===== config.mk =====
export PLATFORM = sky130hd
export DESIGN_NAME = carregador_de_instrucoes_flat
export DESIGN_NICKNAME = d
export VERILOG_FILES = /design/src/rtl/carregador_pkg.sv /design/src/rtl/carregador_de_instrucoes_if.sv /design/src/rtl/carregador_de_instrucoes_montador_de_palavra.sv /design/src/rtl/carregador_de_instrucoes.sv /design/src/flat_wrapper.sv
export SDC_FILE = /design/constraint.sdc
export NUM_CORES = 1
export LEC_CHECK = 0
export CAP_MARGIN = 20
export CORE_MARGIN = 10
export CORE_UTILIZATION = 56
export DETAILED_ROUTE_END_ITERATION = 16
export GPL_TIMING_DRIVEN = 0
export HOLD_SLACK_MARGIN = 0.02
export PLACE_DENSITY = 0.91
export SYNTH_ARGS = -nofsm -noshare
export SYNTH_HDL_FRONTEND = slang
export SYNTH_HIERARCHICAL = 1
export SYNTH_SLANG_ARGS = --single-unit

===== constraint.sdc =====
create_clock -name clock -period 4.6 [get_ports clock]
set_clock_uncertainty 0.1 [all_clocks]
set_input_delay 0.92 -clock clock [delete_from_list [all_inputs] [get_ports clock]]
set_output_delay 0.92 -clock clock [all_outputs]
set_load 0.005 [all_outputs]

===== src/rtl/carregador_pkg.sv =====
// Shared definitions for the byte-serial instruction loader: FSM states and frame constants.
package carregador_pkg;

  typedef enum logic [2:0] {
    IDLE,
    LEN_HI,
    LEN_LO,
    WORD,
    WRITE,
    DONE,
    ERRO
  } estado_t;

  localparam logic [7:0] SYNC_BYTE_DEFAULT = 8'hA5;
  localparam int         BYTES_PER_WORD    = 4;

endpackage


===== src/rtl/carregador_de_instrucoes_if.sv =====
// Byte stream in, instruction-memory write port and status out, bundled for the loader.
interface carregador_de_instrucoes_if #(
  parameter int ADDR_WIDTH = 26
);
  logic [7:0]            byte_in;
  logic                  byte_valid;
  logic                  byte_ready;
  logic                  escrita_habilitada;
  logic [ADDR_WIDTH-1:0] endereco;
  logic [31:0]           dado;
  logic                  ocupado;
  logic                  concluido;
  logic                  erro;

  modport master (
    output byte_in, byte_valid,
    input  byte_ready, escrita_habilitada, endereco, dado, ocupado, concluido, erro
  );

  modport slave (
    input  byte_in, byte_valid,
    output byte_ready, escrita_habilitada, endereco, dado, ocupado, concluido, erro
  );
endinterface


===== src/rtl/carregador_de_instrucoes_montador_de_palavra.sv =====
// Assembles 32-bit words from MSB-first bytes; flags the byte that completes a word.
module montador_de_palavra
  import carregador_pkg::*;
(
  input  logic        clock,
  input  logic        reset,
  input  logic        limpar,
  input  logic        deslocar,
  input  logic [7:0]  byte_in,
  output logic [31:0] palavra_seguinte,
  output logic        palavra_pronta
);

  logic [31:0] palavra;
  logic [1:0]  indice;

  // Value the register takes once byte_in is shifted in; lets the caller capture the full word on the completing edge.
  assign palavra_seguinte = (palavra << 8) | {24'd0, byte_in};
  assign palavra_pronta   = deslocar && (indice == 2'(BYTES_PER_WORD - 1));

  always_ff @(posedge clock or posedge reset) begin
    if (reset) begin
      palavra <= '0;
      indice  <= '0;
    end else if (limpar) begin
      palavra <= '0;
      indice  <= '0;
    end else if (deslocar) begin
      palavra <= palavra_seguinte;
      indice  <= indice + 2'd1;
    end
  end

endmodule


===== src/rtl/carregador_de_instrucoes.sv =====
// Framed byte-stream loader: sync byte, 16-bit word count, then words written to instruction memory.
module carregador_de_instrucoes
  import carregador_pkg::*;
#(
  parameter int         MEM_SIZE   = 30,
  parameter int         ADDR_WIDTH = 26,
  parameter logic [7:0] SYNC_BYTE  = SYNC_BYTE_DEFAULT
) (
  input logic                      clock,
  input logic                      reset,
  carregador_de_instrucoes_if.slave bus
);

  estado_t               estado, proximo;
  logic                  aceito;
  logic [7:0]            len_hi;
  logic [15:0]           contagem;
  logic [15:0]           restante;
  logic [ADDR_WIDTH-1:0] addr;
  logic                  limpar, deslocar, pronta;
  logic [31:0]           palavra_seguinte;

  assign bus.byte_ready = (estado != WRITE);
  assign aceito         = bus.byte_valid && bus.byte_ready;
  assign contagem       = {len_hi, bus.byte_in};
  assign limpar         = aceito && (estado == LEN_LO);
  assign deslocar       = aceito && (estado == WORD);

  assign bus.ocupado   = (estado == LEN_HI) || (estado == LEN_LO) ||
                         (estado == WORD)   || (estado == WRITE);
  assign bus.concluido = (estado == DONE);
  assign bus.erro      = (estado == ERRO);

  montador_de_palavra u_montador (
    .clock            (clock),
    .reset            (reset),
    .limpar           (limpar),
    .deslocar         (deslocar),
    .byte_in          (bus.byte_in),
    .palavra_seguinte (palavra_seguinte),
    .palavra_pronta   (pronta)
  );

  always_ff @(posedge clock or posedge reset) begin
    if (reset) estado <= IDLE;
    else       estado <= proximo;
  end

  always_comb begin
    proximo = estado;
    case (estado)
      IDLE, DONE, ERRO: if (aceito && bus.byte_in == SYNC_BYTE) proximo = LEN_HI;
      LEN_HI:           if (aceito) proximo = LEN_LO;
      LEN_LO: begin
        if (aceito) begin
          if (contagem == 16'd0)                proximo = DONE;
          else if (contagem > 16'(MEM_SIZE))    proximo = ERRO;
          else                                  proximo = WORD;
        end
      end
      WORD:             if (pronta) proximo = WRITE;
      // restante still holds the pre-decrement value during WRITE
      WRITE:            proximo = (restante == 16'd1) ? DONE : WORD;
      default:          proximo = IDLE;
    endcase
  end

  always_ff @(posedge clock or posedge reset) begin
    if (reset) begin
      len_hi                 <= '0;
      restante               <= '0;
      addr                   <= '0;
      bus.escrita_habilitada <= 1'b0;
      bus.endereco           <= '0;
      bus.dado               <= '0;
    end else begin
      bus.escrita_habilitada <= pronta;
      if (pronta) begin
        bus.endereco <= addr;
        bus.dado     <= palavra_seguinte;
      end
      if (aceito && estado == LEN_HI) len_hi <= bus.byte_in;
      if (limpar) begin
        restante <= contagem;
        addr     <= '0;
      end
      if (estado == WRITE) begin
        restante <= restante - 16'd1;
        addr     <= addr + 1'b1;
      end
    end
  end

endmodule


===== src/flat_wrapper.sv =====
// flat-port wrapper written by rule: the top's interface ports become plain ports
module carregador_de_instrucoes_flat import carregador_pkg::*;
#(
  parameter int         MEM_SIZE   = 30,
  parameter int         ADDR_WIDTH = 26,
  parameter logic [7:0] SYNC_BYTE  = SYNC_BYTE_DEFAULT
)
  (clock, reset, bus_byte_in, bus_byte_valid, bus_byte_ready, bus_escrita_habilitada, bus_endereco, bus_dado, bus_ocupado, bus_concluido, bus_erro);
  carregador_de_instrucoes_if #(.ADDR_WIDTH(ADDR_WIDTH)) bus_i ();
  input logic clock;
  input logic reset;
  input wire logic [$bits(bus_i.byte_in)-1:0] bus_byte_in;
  input wire logic [$bits(bus_i.byte_valid)-1:0] bus_byte_valid;
  output wire logic [$bits(bus_i.byte_ready)-1:0] bus_byte_ready;
  output wire logic [$bits(bus_i.escrita_habilitada)-1:0] bus_escrita_habilitada;
  output wire logic [$bits(bus_i.endereco)-1:0] bus_endereco;
  output wire logic [$bits(bus_i.dado)-1:0] bus_dado;
  output wire logic [$bits(bus_i.ocupado)-1:0] bus_ocupado;
  output wire logic [$bits(bus_i.concluido)-1:0] bus_concluido;
  output wire logic [$bits(bus_i.erro)-1:0] bus_erro;
  assign bus_i.byte_in = bus_byte_in;
  assign bus_i.byte_valid = bus_byte_valid;
  assign bus_byte_ready = bus_i.byte_ready;
  assign bus_escrita_habilitada = bus_i.escrita_habilitada;
  assign bus_endereco = bus_i.endereco;
  assign bus_dado = bus_i.dado;
  assign bus_ocupado = bus_i.ocupado;
  assign bus_concluido = bus_i.concluido;
  assign bus_erro = bus_i.erro;
  carregador_de_instrucoes #(.MEM_SIZE(MEM_SIZE), .ADDR_WIDTH(ADDR_WIDTH), .SYNC_BYTE(SYNC_BYTE)) u_core (.clock(clock), .reset(reset), .bus(bus_i));
endmodule

Word-level counts from Yosys, hierarchy flattened
Index checks and enable logic that the tools add are counted.
Widths: inputs -> output; s select.
{"block": "word_totals", "output_inout_bits": 63, "reg_bits": 138}
{"block": "op_classes", "n_addsub": 3, "bitwise": 1, "muxes": 16, "order_cmp": 1, "n_eq_ne": 14, "reduce_logical": 15}
{"operator": "$mux 26", "n": 2}
{"operator": "$mux 24", "n": 2}
{"operator": "$mux 16", "n": 2}
{"operator": "$or 32x8->32", "n": 1}
{"operator": "$add 26x1->26 const B", "n": 1}
{"operator": "$mux 3", "n": 7}
{"operator": "$eq 16x1->1 const B", "n": 1}
{"operator": "$gt 16x5->1 const B", "n": 1}
{"operator": "$logic_not 16->1", "n": 1}
{"operator": "$sub 16x1->16 const B", "n": 1}
{"operator": "$pmux 3 s5", "n": 1}
{"operator": "$eq 3x3->1 const B", "n": 3}
{"operator": "$eq 8x8->1 const B", "n": 1}
{"operator": "$ne 2x1->1 const B", "n": 4}
{"operator": "$eq 3x2->1 const B", "n": 2}
{"operator": "$logic_and 1x1->1", "n": 6}
{"operator": "$mux 2", "n": 2}
{"operator": "$reduce_and 4->1", "n": 1}
{"operator": "$reduce_bool 2->1", "n": 2}
{"operator": "$eq 3x1->1 const B", "n": 1}
{"operator": "$logic_not 3->1", "n": 1}
{"operator": "$logic_or 1x1->1", "n": 3}
{"operator": "$ne 3x3->1 const B", "n": 1}
{"operator": "$reduce_or 3->1", "n": 1}
{"operator": "2 further kinds", "n": 2}

Depth between registers and ports, before layout
Gate-level depths: netlist of the first run.
{"block": "logic_depth", "depth_word": 6, "mapped_depth": 11, "ltp_nobuf": 7}

Modules after synthesis
The synthesis of the first run kept the hierarchy.
{"module": "carregador_de_instrucoes", "area_each_um2": 5028.6, "cells_per_inst": 420, "n_inst": 1}
{"module": "montador_de_palavra", "area_each_um2": 1158.6, "cells_per_inst": 95, "n_inst": 1}

Worst setup path after synthesis of the first run
Ideal clock, no wire load.
{"block": "synth_path", "kind": "input port to flip-flop", "startpoint": "in bus_byte_valid", "endpoint": "reg u_core.bus.dado[22]", "n_path_buf": 5, "path_stages": 9, "slack_ns": 1.591, "required_ns": 4.375, "arrival_time_ns": 2.784, "setup_time_ns": 0.125, "cell_sequence": "nor2b_1 -> and3_1 -> buf_6 -> buf_12 -> and2_1 -> clkbuf_1 -> buf_2 -> buf_1 -> mux2_2"}
{"block": "synth_between", "elab_chain_len": 3}
{"element": "from (decl)", "line": "flat_wrapper.sv:13", "text": "input wire logic [$bits(bus_i.byte_valid)-1:0] bus_byte_valid;"}
{"element": "$logic_and 1x1->1", "line": "carregador_de_instrucoes.sv:24", "text": "assign aceito = bus.byte_valid && bus.byte_ready;"}
{"element": "$logic_and 1x1->1", "line": "carregador_de_instrucoes.sv:27", "text": "assign deslocar = aceito && (estado == WORD);"}
{"element": "named net u_core.deslocar", "line": "carregador_de_instrucoes.sv:20", "text": "logic limpar, deslocar, pronta;"}
{"element": "$logic_and 1x1->1", "line": "carregador_de_instrucoes_montador_de_palavra.sv:19", "text": "assign palavra_pronta = deslocar && (indice == 2'(BYTES_PER_WORD - 1));"}
{"element": "named net u_core.pronta", "line": "carregador_de_instrucoes.sv:20"}
{"element": "to (signal assigned)", "line": "carregador_de_instrucoes.sv:80", "text": "bus.dado <= palavra_seguinte;"}
{"element": "to (decl)", "line": "carregador_de_instrucoes_if.sv:22", "text": "output byte_ready, escrita_habilitada, endereco, dado, ocupado, concluido, erro"}
The timed path passes the listed nets, and every way through them passes these cells.
A chain may end at the register's enable or synchronous reset.

Worst setup path after layout of the first run
{"block": "layout_path", "startpoint": "in bus_byte_valid", "endpoint": "reg u_core.bus.dado[26]"}
Same word-level chain as after synthesis.

==> out/qor.txt, run 1 <==
WORST SETUP PATH
----------------------------------------------------------------------------------------
Worst setup path startpoint                                                 bus_byte_valid
Data arrival time of the critical path                                           4.12 ns
Worst reg2reg path endpoint                                                 u_core/bus.dado[26]
Crit path max-delay cell type                                               sky130_fd_sc_hd__buf_1
FF-to-FF Start                                                              u_core/estado[0]
Capture point of the critical path                                          u_core/bus.dado[26]
CP endpoint kind                                                               flip-flop
Nature of the critical path startpoint                                        input port
Crit Path Class                                                             input port to flip-flop
FF-to-FF setup slack                                                             1.13 ns
Reg2reg path depth                                                                    10
Slowest cell delay on critical path                                              0.60 ns
Largest fanout on the critical path                                                   10
Sequence of cells on the critical path                                      clkdlybuf4s50_1 > nor2b_1 > and3_1 > buf_6 > buf_12 > and2_1 > clkbuf_1 > buf_2 > buf_1 > mux2_2
Req. time, crit path                                                             4.91 ns

FLOORPLAN
----------------------------------------------------------------------------------------
Standard-cell rows                                                                    38
Ports                                                                                 74
Core region area                                                             10,840 um^2
Die height                                                                      125.1 um
Initial core utilization                                                          57.08%
Die footprint                                                                15,650 um^2
Die Width                                                                       125.1 um

SYNTHESIS
----------------------------------------------------------------------------------------
Distinct cell type count after synthesis                                              52
Most instantiated flip-flop cell in the synthesis netlist                   sky130_fd_sc_hd__dfrtp_1
Post-synth EDFFs                                                                       0
Avg Synthesized Cell Area                                                     12.01 um^2
Total of warnings raised by yosys                                                      6
Cell count after synthesis                                                           515
Async set-or-reset flop fraction in the synthesized netlist                       100.0%
Area of the mapped netlist                                                     6187 um^2
Syn_nets                                                                             530
Number of storage elements in the synthesis netlist                                  138
Sequential-to-total area share from yosys stat                                    55.81%

PLACEMENT
----------------------------------------------------------------------------------------
Estimated wirelength of the detail-placed design                               10,420 um
Weighted congestion at the end of routability-driven global placement             0.8891
Post-place instance area                                                       7123 um^2
Port Buf Inserts                                                                      73

TIMING
----------------------------------------------------------------------------------------
Fraction of the cycle the final worst path needs                                  82.86%
Maximum clock frequency                                                        262.4 MHz
Final count of pins violating max slew                                                 0
Worst-Margin Slew                                                              0.9749 ns
Number of failing setup endpoints in the final timing report                           0
Setup repair after global routing missed its margin                                   no
Relative slew slack                                                               34.93%
Hold Fails Final Rpt                                                                   0
Final critical path time including I/O delays and setup                         3.812 ns
Setup TNS after final layout                                                        0 ns

PWR
----------------------------------------------------------------------------------------
Internal power contribution                                                   0.002832 W
Share of total power consumed by net switching                                    32.43%
Combinational power share                                                          26.9%
Cell area power density                                                     544.3 nW/um^2
Clock network power share                                                          31.1%
Reg power frac                                                                     42.0%
Highest ir drop seen on vdd                                                  0.0003034 V
Leakage power total                                                             3.458 nW
Total power draw                                                              0.004190 W
Net switching power of the design                                             0.001359 W

CLOCKING
----------------------------------------------------------------------------------------
Worst-Skew Late Latency                                                          0.52 ns
Number of gates given a new drive strength after cts                                   0
Number of sinks on the clock net                                                     138
Maximum root-to-sink buffer count                                                      2
Worst-path clk slew                                                              0.06 ns
TritonCTS clock tree                                                               built
Clk Tree Root Cell                                                          sky130_fd_sc_hd__clkbuf_8
Post-CTS Setup Inserts                                                                 0
Hold-fix buffer count after cts                                                        0
Total CTS buffers                                                                     17
H-tree depth reported by CTS                                                           4

LAYOUT
----------------------------------------------------------------------------------------
Net total in the final layout                                                        623
Post-route core utilization                                                       71.02%
Share of post-route cells with drive strength above 1                             22.06%
Antenna cell count                                                                     0
Final instance area                                                            7699 um^2
Area added between synthesis and finish                                           24.43%

ROUTE
----------------------------------------------------------------------------------------
Post-detailed-route via-to-cell ratio                                              6.088
Number of search-and-repair iterations in the first detailed-routing pass              8
Final WL                                                                       15,370 um
Routed wire length per instance                                                 20.20 um
Number of remaining DRC errors                                                         0
DR iter-0 viols                                                                      585
Routed Antenna Nets                                                                    0
Vias post-DR                                                                       4,633

GRT
----------------------------------------------------------------------------------------
Vias in the first global route                                                     4,862
Initial antenna violation count                                                        0
Largest net degree at the start of global routing                                     60
Global-route wire length before repair                                         24,940 um
GR Overflow Total                                                                      0
GRT Total Usage                                                                   19.41%

WORST HOLD PATH
----------------------------------------------------------------------------------------
Kind of path behind the tightest hold check                                 flip-flop to flip-flop

FLOW RUN
----------------------------------------------------------------------------------------
Reported max-cap violation count                                                       0

STATUS
----------------------------------------------------------------------------------------
Result of the run                                                           complete, no violations

## worst min path at each step
stage | from | endpoint | slack [ns] | cells after the start
global route | u_core/bus.endereco[21] | u_core/bus.endereco[21] | 0.42 | 1
floorplan | u_core/addr[25] | u_core/addr[25] | 0.35 | 1
global placement | u_core/addr[25] | u_core/addr[25] | 0.36 | 1
finish | u_core/bus.endereco[21] | u_core/bus.endereco[21] | 0.41 | 1
CTS | u_core/bus.endereco[21] | u_core/bus.endereco[21] | 0.41 | 1
detailed placement | u_core/addr[25] | u_core/addr[25] | 0.38 | 1
## logic make-up (layout without fill, tap and decap cells)
kind of cell,after synthesis,after routing,synth area share (%)
XOR/XNOR,7,7,0.9909
adder cells (fa/ha/maj),4,4,0.8089
AND/OR/NAND/NOR,157,157,13.47
flip-flops,138,138,55.81
AO/OA/AOI/OAI,68,68,7.563
buffers and inverters,42,148,4.004
multiplexers,99,99,17.35
## per-layer routing
| layer | share of wire (%) | GRT usage, % |
|---|---|---|
| met1 | 39 | 22.05 |
| met2 | 49 | 32.12 |
| met3 | 9.2 | 6.929 |
| met4 | 3.0 | 9.079 |
| met5 | 0 | 0 |
## through the flow
stage,hold slack (ns),cells,setup WS [ns]
6_report,0.4053,761,0.7884
5_1_grt,0.4164,761,0.5805
4_1_cts,0.4073,761,0.8109
3_5_place_dp,0.3750,729,0.3778
3_3_place_gp,0.3634,728,-0.7821
2_1_floorplan,0.3461,515,0.6210
## flip-flops by register name, indices dropped and copies added (netlist names)
register / cells
u_core/addr: 26
u_core/u_montador/indice: 2
u_core/u_montador/palavra: 24
u_core/bus.dado: 32
u_core/bus.endereco: 26
u_core/estado: 3
u_core/restante: 16
u_core/len_hi: 8
u_core/bus.escrita_habilitada: 1
## final cells by class
cell class	count	area, um^2
Buffer	34	217.7
Clock buffer	18	427.9
Clock inverter	14	147.6
Fill cell	701	3142
Inverter	8	32.53
Multi-Input combinational cell	335	2486
Sequential cell	138	3453
Tap cell	140	175.2
Timing Repair Buffer	74	758.2
## critical path: cells and delay by family
family / cells / cell delay (ns)
buf+inv: 6 / 2.15
simple gates: 3 / 0.62
mux: 1 / 0.42
## cell usage after synthesis, types with 3 or more instances
master | n | share of area (%)
sky130_fd_sc_hd__a21oi_1 | 4 | 0.32
sky130_fd_sc_hd__a221o_1 | 3 | 0.49
sky130_fd_sc_hd__a22oi_1 | 3 | 0.36
sky130_fd_sc_hd__and2_1 | 3 | 0.30
sky130_fd_sc_hd__buf_1 | 5 | 0.30
sky130_fd_sc_hd__buf_2 | 10 | 0.81
sky130_fd_sc_hd__buf_4 | 8 | 0.97
sky130_fd_sc_hd__clkbuf_1 | 7 | 0.42
sky130_fd_sc_hd__dfrtp_1 | 138 | 56
sky130_fd_sc_hd__ha_1 | 4 | 0.81
sky130_fd_sc_hd__inv_1 | 8 | 0.49
sky130_fd_sc_hd__mux2_2 | 66 | 12
sky130_fd_sc_hd__mux2i_1 | 33 | 5.3
sky130_fd_sc_hd__nand2_1 | 41 | 2.5
sky130_fd_sc_hd__nand3_1 | 20 | 1.6
sky130_fd_sc_hd__nand4_1 | 6 | 0.61
sky130_fd_sc_hd__nor2_1 | 43 | 2.6
sky130_fd_sc_hd__nor2b_1 | 4 | 0.40
sky130_fd_sc_hd__nor3_1 | 6 | 0.49
sky130_fd_sc_hd__nor4_1 | 10 | 1.0
sky130_fd_sc_hd__o211ai_1 | 13 | 1.6
sky130_fd_sc_hd__o21ai_0 | 23 | 1.9
sky130_fd_sc_hd__o311ai_0 | 5 | 0.71
sky130_fd_sc_hd__o31ai_1 | 7 | 0.85
sky130_fd_sc_hd__xnor2_1 | 4 | 0.57
sky130_fd_sc_hd__xor2_1 | 3 | 0.42
## power by group through the flow
| stage | clock [W] | sequential (W) | combinational, W |
|---|---|---|---|
| global route | 0.00138 | 0.00179 | 0.00123 |
| CTS | 0.00132 | 0.00175 | 0.00112 |
| global placement | 0 | 0.00174 | 0.00103 |
| finish | 0.00130 | 0.00176 | 0.00113 |
| floorplan | 0 | 0.00169 | 0.000726 |
| detailed placement | 0 | 0.00176 | 0.00110 |
## cell usage in the layout, fill, tap and decap left out, types with 3 or more instances in the layout
master	count
sky130_fd_sc_hd__a21oi_1	4
sky130_fd_sc_hd__a221o_1	3
sky130_fd_sc_hd__a22oi_1	3
sky130_fd_sc_hd__and2_1	3
sky130_fd_sc_hd__buf_1	5
sky130_fd_sc_hd__buf_2	10
sky130_fd_sc_hd__buf_4	8
sky130_fd_sc_hd__clkbuf_1	7
sky130_fd_sc_hd__clkbuf_16	16
sky130_fd_sc_hd__clkdlybuf4s50_1	73
sky130_fd_sc_hd__clkinv_2	5
sky130_fd_sc_hd__clkinv_4	4
sky130_fd_sc_hd__dfrtp_1	138
sky130_fd_sc_hd__ha_1	4
sky130_fd_sc_hd__inv_1	7
sky130_fd_sc_hd__mux2_2	66
sky130_fd_sc_hd__mux2i_1	33
sky130_fd_sc_hd__nand2_1	41
sky130_fd_sc_hd__nand3_1	20
sky130_fd_sc_hd__nand4_1	6
sky130_fd_sc_hd__nor2_1	43
sky130_fd_sc_hd__nor2b_1	4
sky130_fd_sc_hd__nor3_1	6
sky130_fd_sc_hd__nor4_1	10
sky130_fd_sc_hd__o211ai_1	13
sky130_fd_sc_hd__o21ai_0	23
sky130_fd_sc_hd__o311ai_0	5
sky130_fd_sc_hd__o31ai_1	7
sky130_fd_sc_hd__xnor2_1	4
sky130_fd_sc_hd__xor2_1	3
(Power assumes the default switching activity.)
==> run 2, diff against run 1 <==
clock period = 3.6 ns   (was 4.6 ns; I/O delays follow)
==> run 2 against run 1 <==
Setup slack lost 0.57 ns. Count of clock-buffer cells in the layout up 1. Sequential share of layout area down 0.14 points. Register-to-register slack worse by 0.72 ns. Via count is 0.58% lower. Combinational power increased by 27%. Flip-flop and latch count unchanged. First-iteration DRC count shrank 6.3%. Clock power grew 31%. Global-route usage shrank 0.16 points. Final area increased by 0.31%. Power rose by 29%. Critical path type unchanged. Largest cell class unchanged. Highest routed layer unchanged.
==> out/qor.txt, run 2 (same netlist as run 1, synthesis figures left out) <==
WORST SETUP PATH
----------------------------------------------------------------------------------------
FF-to-FF Start                                                              u_core/estado[0]   unchanged
Nature of the critical path startpoint                                        input port   unchanged
Reg2reg path depth                                                                    10   unchanged
FF-to-FF setup slack                                                             0.41 ns   was 1.13 ns
Largest fanout on the critical path                                                   10   unchanged
Crit Path Class                                                             input port to flip-flop   unchanged
CP endpoint kind                                                               flip-flop   unchanged
Worst reg2reg path endpoint                                                 u_core/bus.dado[27]   was u_core/bus.dado[26]
Req. time, crit path                                                             3.89 ns   was 4.91 ns
Data arrival time of the critical path                                           3.67 ns   was 4.12 ns

CLOCKING
----------------------------------------------------------------------------------------
Hold-fix buffer count after cts                                                        0   unchanged
Worst-path clk slew                                                              0.06 ns   about the same
Clk Tree Root Cell                                                          sky130_fd_sc_hd__clkbuf_8   unchanged
Maximum root-to-sink buffer count                                                      2   unchanged
Total CTS buffers                                                                     17   unchanged
TritonCTS clock tree                                                               built   unchanged
Number of sinks on the clock net                                                     138   unchanged
H-tree depth reported by CTS                                                           4   unchanged
Post-CTS Setup Inserts                                                                 0   unchanged
Worst-Skew Late Latency                                                          0.51 ns   was 0.52 ns

TIMING
----------------------------------------------------------------------------------------
Setup repair after global routing missed its margin                                   no   unchanged
Hold Fails Final Rpt                                                                   0   unchanged
Fraction of the cycle the final worst path needs                                  93.90%
Worst-Margin Slew                                                              0.9872 ns   was 0.9749 ns
Setup TNS after final layout                                                        0 ns   unchanged
Final count of pins violating max slew                                                 0   unchanged
Maximum clock frequency                                                        295.8 MHz
Relative slew slack                                                               34.12%   was 34.93%
Number of failing setup endpoints in the final timing report                           0   unchanged
Final critical path time including I/O delays and setup                         3.381 ns
Worst-case hold slack                                                          0.3844 ns   was 0.4053 ns

GRT
----------------------------------------------------------------------------------------
Vias in the first global route                                                     4,828   was 4,862
Largest net degree at the start of global routing                                     47   was 60
GR Overflow Total                                                                      0   unchanged
Global-route wire length before repair                                         25,050 um   was 24,940 um
GRT Total Usage                                                                   19.25%   was 19.41%
Initial antenna violation count                                                        0   unchanged

ROUTE
----------------------------------------------------------------------------------------
Final WL                                                                       15,300 um   was 15,370 um
Vias post-DR                                                                       4,606   was 4,633
Number of search-and-repair iterations in the first detailed-routing pass              5   was 8
DR iter-0 viols                                                                      548   was 585
Routed Antenna Nets                                                                    0   unchanged
Routed wire length per instance                                                 20.07 um   was 20.20 um
Number of remaining DRC errors                                                         0   unchanged
Post-detailed-route via-to-cell ratio                                              6.045   was 6.088

PWR
----------------------------------------------------------------------------------------
Reg power frac                                                                     41.8%   was 42.0%
Clock network power share                                                          31.6%   was 31.1%
Net switching power of the design                                             0.001752 W   was 0.001359 W
Leakage power total                                                             3.468 nW   was 3.458 nW
Internal power contribution                                                   0.003641 W   was 0.002832 W
Share of total power consumed by net switching                                    32.48%   was 32.43%
Combinational power share                                                          26.6%   was 26.9%
Highest ir drop seen on vdd                                                  0.0003836 V   was 0.0003034 V
Total power draw                                                              0.005393 W   was 0.004190 W
Cell area power density                                                     698.3 nW/um^2   was 544.3 nW/um^2

PLACEMENT
----------------------------------------------------------------------------------------
Estimated wirelength of the detail-placed design                               10,330 um   was 10,420 um
Post-place instance area                                                       7137 um^2   was 7123 um^2
Port Buf Inserts                                                                      73   unchanged
Weighted congestion at the end of routability-driven global placement             0.8780   was 0.8891

WORST HOLD PATH
----------------------------------------------------------------------------------------
Worst Hold Path EP                                                          u_core/addr[25]   was u_core/bus.endereco[21]
Hold Path Origin                                                            u_core/addr[25]   was u_core/bus.endereco[21]
Hold-critical path depth                                                               1   unchanged
Kind of path behind the tightest hold check                                 flip-flop to flip-flop   unchanged

FLOORPLAN
----------------------------------------------------------------------------------------
Ports                                                                                 74   unchanged
Core region area                                                             10,840 um^2   unchanged
Die Width                                                                       125.1 um   unchanged
Die height                                                                      125.1 um   unchanged
Standard-cell rows                                                                    38   unchanged
Initial core utilization                                                          57.08%   unchanged
Die footprint                                                                15,650 um^2   unchanged

LAYOUT
----------------------------------------------------------------------------------------
Post-route core utilization                                                       71.24%   was 71.02%
Register ranked first by flip-flop count                                    u_core/bus.dado   unchanged
Commonest cells after routing, fill and taps aside                          sky130_fd_sc_hd__dfrtp_1 (138), sky130_fd_sc_hd__clkdlybuf4s50_1 (73), sky130_fd_sc_hd__mux2_2 (66), sky130_fd_sc_hd__nor2_1 (43), sky130_fd_sc_hd__nand2_1 (41)   unchanged
Final instance area                                                            7722 um^2   was 7699 um^2
Net total in the final layout                                                        624   was 623
Share of post-route cells with drive strength above 1                             22.51%   was 22.06%
Max reg flops                                                                         32   unchanged
Commonest non-fill, non-tap cell in the layout                              sky130_fd_sc_hd__dfrtp_1   unchanged
Largest regs                                                                u_core/bus.dado x32, u_core/addr x26, u_core/bus.endereco x26   unchanged
Antenna cell count                                                                     0   unchanged
Area added between synthesis and finish                                           24.81%   was 24.43%

FLOW RUN
----------------------------------------------------------------------------------------
Reported max-cap violation count                                                       0   unchanged

STATUS
----------------------------------------------------------------------------------------
Result of the run                                                           complete, no violations   unchanged

-- run 2: layout make-up --
class	instances	area [um^2]
Clock inverter	13	141.4
Timing Repair Buffer	75	770.7
Buffer	34	220.2
Tap cell	140	175.2
Multi-Input combinational cell	335	2486
Clock buffer	19	441.7
Fill cell	703	3118
Inverter	8	33.78
Sequential cell	138	3453
-- run 2: power groups by stage --
stage / combinational, W / clock [W] / sequential [W]
floorplan: 0.000928 / 0 / 0.00216
detailed placement: 0.00140 / 0 / 0.00225
global route: 0.00156 / 0.00179 / 0.00229
global placement: 0.00132 / 0 / 0.00222
CTS: 0.00143 / 0.00172 / 0.00224
finish: 0.00144 / 0.00170 / 0.00225
-- run 2: critical path: stages --
cell                              delay [ns]
sky130_fd_sc_hd__clkdlybuf4s50_1        0.57
sky130_fd_sc_hd__nor2b_1                0.26
sky130_fd_sc_hd__and3_1                 0.21
sky130_fd_sc_hd__buf_6                  0.18
sky130_fd_sc_hd__buf_12                 0.16
sky130_fd_sc_hd__and2_1                 0.17
sky130_fd_sc_hd__clkbuf_1               0.26
sky130_fd_sc_hd__buf_2                  0.35
sky130_fd_sc_hd__buf_2                  0.37
sky130_fd_sc_hd__mux2_2                 0.40
-- run 2: timing repair --
action | in CTS | in global routing
setup endpoints to repair | 1 | 10
gates cloned | 0 | 0
pin swaps | 0 | 0
resized for setup | 1 | 1
-- run 2: worst max path at each step --
stage	slack, ns	startpoint	end
floorplan	0.79	bus_byte_valid	u_core/bus.dado[22]
global placement	-0.33	bus_byte_valid	u_core/bus.dado[28]
detailed placement	-0.45	bus_byte_valid	u_core/bus.dado[29]
CTS	0.12	bus_byte_valid	u_core/bus.endereco[9]
global route	0.14	bus_byte_valid	u_core/bus.dado[27]
finish	0.22	bus_byte_valid	u_core/bus.dado[27]
-- run 2: metrics by stage --
| step | instances | worst slack, ns |
|---|---|---|
| floorplan | 515 | 0.7912 |
| global placement | 728 | -0.3336 |
| detailed placement | 730 | -0.4496 |
| CTS | 762 | 0.1249 |
| global route | 762 | 0.1355 |
| finish | 762 | 0.2194 |
-- run 2: per-layer routing --
layer / wire, um / global-route usage (%) / vias to the layer above
met5: 0 / 0 / -
met4: 218 / 6.978 / 0
met3: 1104 / 6.210 / 24
met2: 7601 / 32.09 / 204
met1: 6371 / 22.85 / 2339
li1: - / - / 2039
==> run 3, diff against run 2 <==
GPL_ROUTABILITY_DRIVEN = 0   (was unset)
==> run 3 against run 2 <==
Sequential share of layout area grew 0.26 points. Global-route usage decreased by 0.43 points. First-iteration DRC count down 33%. Die area unchanged. Non-clock buffer count is the same. Critical endpoint is now u_core/bus.dado[22].
==> out/qor.txt, run 3 (same netlist as run 1, synthesis figures left out) <==
LAYOUT
----------------------------------------------------------------------------------------
Post-route core utilization                                                       70.83%   was 71.24%
Commonest cells after routing, fill and taps aside                          sky130_fd_sc_hd__dfrtp_1 (138), sky130_fd_sc_hd__clkdlybuf4s50_1 (73), sky130_fd_sc_hd__mux2_2 (66), sky130_fd_sc_hd__nor2_1 (43), sky130_fd_sc_hd__nand2_1 (41)   unchanged
Commonest non-fill, non-tap cell in the layout                              sky130_fd_sc_hd__dfrtp_1   unchanged
Post-layout instance count excluding filler cells                                    760   was 762
Net total in the final layout                                                        624   unchanged
Max reg flops                                                                         32   unchanged
Largest regs                                                                u_core/bus.dado x32, u_core/addr x26, u_core/bus.endereco x26   unchanged
Antenna cell count                                                                     0   unchanged
Register ranked first by flip-flop count                                    u_core/bus.dado   unchanged
Share of post-route cells with drive strength above 1                             21.77%   was 22.51%
Area added between synthesis and finish                                           24.11%   was 24.81%
Number of inserted filler cells in the final layout                                  742   was 703

ROUTE
----------------------------------------------------------------------------------------
Vias post-DR                                                                       4,515   was 4,606
Final WL                                                                       14,790 um   was 15,300 um
Uppermost routed layer                                                              met4   unchanged
Routed wire length per instance                                                 19.46 um   was 20.07 um
Met1 Wirelength                                                                  5992 um   was 6371 um
Post-detailed-route via-to-cell ratio                                              5.941   was 6.045
Met3 Routed Length                                                               1148 um   was 1104 um
WL met2                                                                          7308 um   was 7601 um
Number of search-and-repair iterations in the first detailed-routing pass              5   unchanged
Number of remaining DRC errors                                                         0   unchanged
Routed Antenna Nets                                                                    0   unchanged
DR iter-0 viols                                                                      367   was 548

CLOCKING
----------------------------------------------------------------------------------------
Post-CTS Setup Inserts                                                                 0   unchanged
Number of sinks on the clock net                                                     138   unchanged
Clk Tree Root Cell                                                          sky130_fd_sc_hd__clkbuf_8   unchanged
Total CTS buffers                                                                     17   unchanged
H-tree depth reported by CTS                                                           4   unchanged
Worst-path clk slew                                                              0.06 ns   about the same
Maximum root-to-sink buffer count                                                      2   unchanged
TritonCTS clock tree                                                               built   unchanged
Worst-Skew Late Latency                                                          0.52 ns   was 0.51 ns

FLOORPLAN
----------------------------------------------------------------------------------------
Die footprint                                                                15,650 um^2   unchanged
Die height                                                                      125.1 um   unchanged
Standard-cell rows                                                                    38   unchanged
Core region area                                                             10,840 um^2   unchanged
Ports                                                                                 74   unchanged
Die Width                                                                       125.1 um   unchanged
Initial core utilization                                                          57.08%   unchanged

TIMING
----------------------------------------------------------------------------------------
Relative slew slack                                                               35.53%   was 34.12%
Hold Fails Final Rpt                                                                   0   unchanged
Final count of pins violating max slew                                                 0   unchanged
Setup TNS after final layout                                                        0 ns   unchanged
Final critical path time including I/O delays and setup                         3.310 ns   was 3.381 ns
Setup repair after global routing missed its margin                                   no   unchanged
Worst-Margin Slew                                                              0.9660 ns   was 0.9872 ns
Fraction of the cycle the final worst path needs                                  91.95%   was 93.90%
Maximum clock frequency                                                        302.1 MHz   was 295.8 MHz
Number of failing setup endpoints in the final timing report                           0   unchanged

WORST SETUP PATH
----------------------------------------------------------------------------------------
CP endpoint kind                                                               flip-flop   unchanged
Req. time, crit path                                                             3.91 ns   was 3.89 ns
Data arrival time of the critical path                                           3.62 ns   was 3.67 ns
Crit Path Class                                                             input port to flip-flop   unchanged
Largest fanout on the critical path                                                   10   unchanged
Nature of the critical path startpoint                                        input port   unchanged

PLACEMENT
----------------------------------------------------------------------------------------
Port Buf Inserts                                                                      73   unchanged
Estimated wirelength of the detail-placed design                               10,340 um   was 10,330 um
Placed Cells                                                                         730   unchanged

GRT
----------------------------------------------------------------------------------------
Vias in the first global route                                                     4,799   was 4,828
Initial antenna violation count                                                        0   unchanged
GRT Total Usage                                                                   18.82%   was 19.25%
Largest net degree at the start of global routing                                     47   unchanged
GR Overflow Total                                                                      0   unchanged
Global-route wire length before repair                                         24,360 um   was 25,050 um

PWR
----------------------------------------------------------------------------------------
Share of total power consumed by net switching                                    31.64%   was 32.48%
Total power draw                                                              0.005266 W   was 0.005393 W
Internal power contribution                                                   0.003600 W   was 0.003641 W
Combinational power share                                                          27.1%   was 26.6%
Cell area power density                                                     685.7 nW/um^2   was 698.3 nW/um^2
Reg power frac                                                                     42.6%   was 41.8%
Clock network power share                                                          30.3%   was 31.6%
Net switching power of the design                                             0.001666 W   was 0.001752 W
Leakage power total                                                             3.444 nW   was 3.468 nW
Highest ir drop seen on vdd                                                  0.0003362 V   was 0.0003836 V

FLOW RUN
----------------------------------------------------------------------------------------
Reported max-cap violation count                                                       0   unchanged

WORST HOLD PATH
----------------------------------------------------------------------------------------
Kind of path behind the tightest hold check                                 flip-flop to flip-flop   unchanged

STATUS
----------------------------------------------------------------------------------------
Result of the run                                                           complete, no violations   unchanged

## run 3: cell count changes in the layout (fill, tap and decap cells not counted), sizes merged
cell / delta
buf: -1
clkbuf: +3
clkinv: -1
inv: -3
## run 3: final timing paths
kind	start	end	slack (ns)	cells after the start
worst max-delay path	bus_byte_valid	u_core/bus.dado[22]	0.29	10
worst min-delay path	u_core/bus.endereco[17]	u_core/bus.endereco[17]	0.40	1
worst max register to register	u_core/estado[0]	u_core/bus.dado[22]	0.43	10
worst min register to register	u_core/bus.endereco[17]	u_core/bus.endereco[17]	0.40	1
max in group asynchronous	reset	u_core/u_montador/palavra[11]	2.10	2
min in group asynchronous	reset	u_core/bus.dado[17]	0.54	2
## run 3: power groups by stage
stage | combinational (W) | clock (W) | sequential (W)
2_1_floorplan | 0.000928 | 0 | 0.00216
3_3_place_gp | 0.00131 | 0 | 0.00222
6_report | 0.00143 | 0.00160 | 0.00224
5_1_grt | 0.00155 | 0.00170 | 0.00229
3_5_place_dp | 0.00140 | 0 | 0.00225
4_1_cts | 0.00142 | 0.00162 | 0.00223
## run 3: critical path: stages
cell	delay (ns)
sky130_fd_sc_hd__clkdlybuf4s50_1	0.56
sky130_fd_sc_hd__nor2b_1	0.28
sky130_fd_sc_hd__and3_1	0.21
sky130_fd_sc_hd__buf_6	0.18
sky130_fd_sc_hd__buf_12	0.16
sky130_fd_sc_hd__and2_1	0.14
sky130_fd_sc_hd__clkbuf_1	0.23
sky130_fd_sc_hd__buf_2	0.35
sky130_fd_sc_hd__clkbuf_2	0.37
sky130_fd_sc_hd__mux2_2	0.38
## run 3: cell type report
class | count | area, um^2 | area share, %
Clock inverter | 9 | 100.1 | 1.304
Clock buffer | 21 | 439.2 | 5.719
Multi-Input combinational cell | 335 | 2486 | 32.38
Inverter | 8 | 33.78 | 0.4400
Timing Repair Buffer | 75 | 770.7 | 10.04
Buffer | 34 | 220.2 | 2.868
Tap cell | 140 | 175.2 | 2.281
Sequential cell | 138 | 3453 | 44.97
## run 3: metal layers
metal,vias to the layer above,global-route usage (%)
li1,2049,-
met1,2245,21.63
met2,182,30.67
met3,39,6.929
met4,0,8.808
met5,-,0
## run 3: what timing repair did
item / CTS / global route
resized for setup: 0 / 2
setup endpoints to repair: 0 / 20
hold buffers: 0 / 0
## run 3: stage by stage
step | area, um^2 | hold slack [ns] | setup slack [ns]
after floorplan | 6191 | 0.3461 | 0.7912
after global placement | 7097 | 0.3627 | -0.3292
after detailed placement | 7137 | 0.3871 | -0.4266
after CTS | 7676 | 0.4028 | 0.1134
after global routing | 7679 | 0.4119 | 0.1751
final | 7679 | 0.4026 | 0.2900
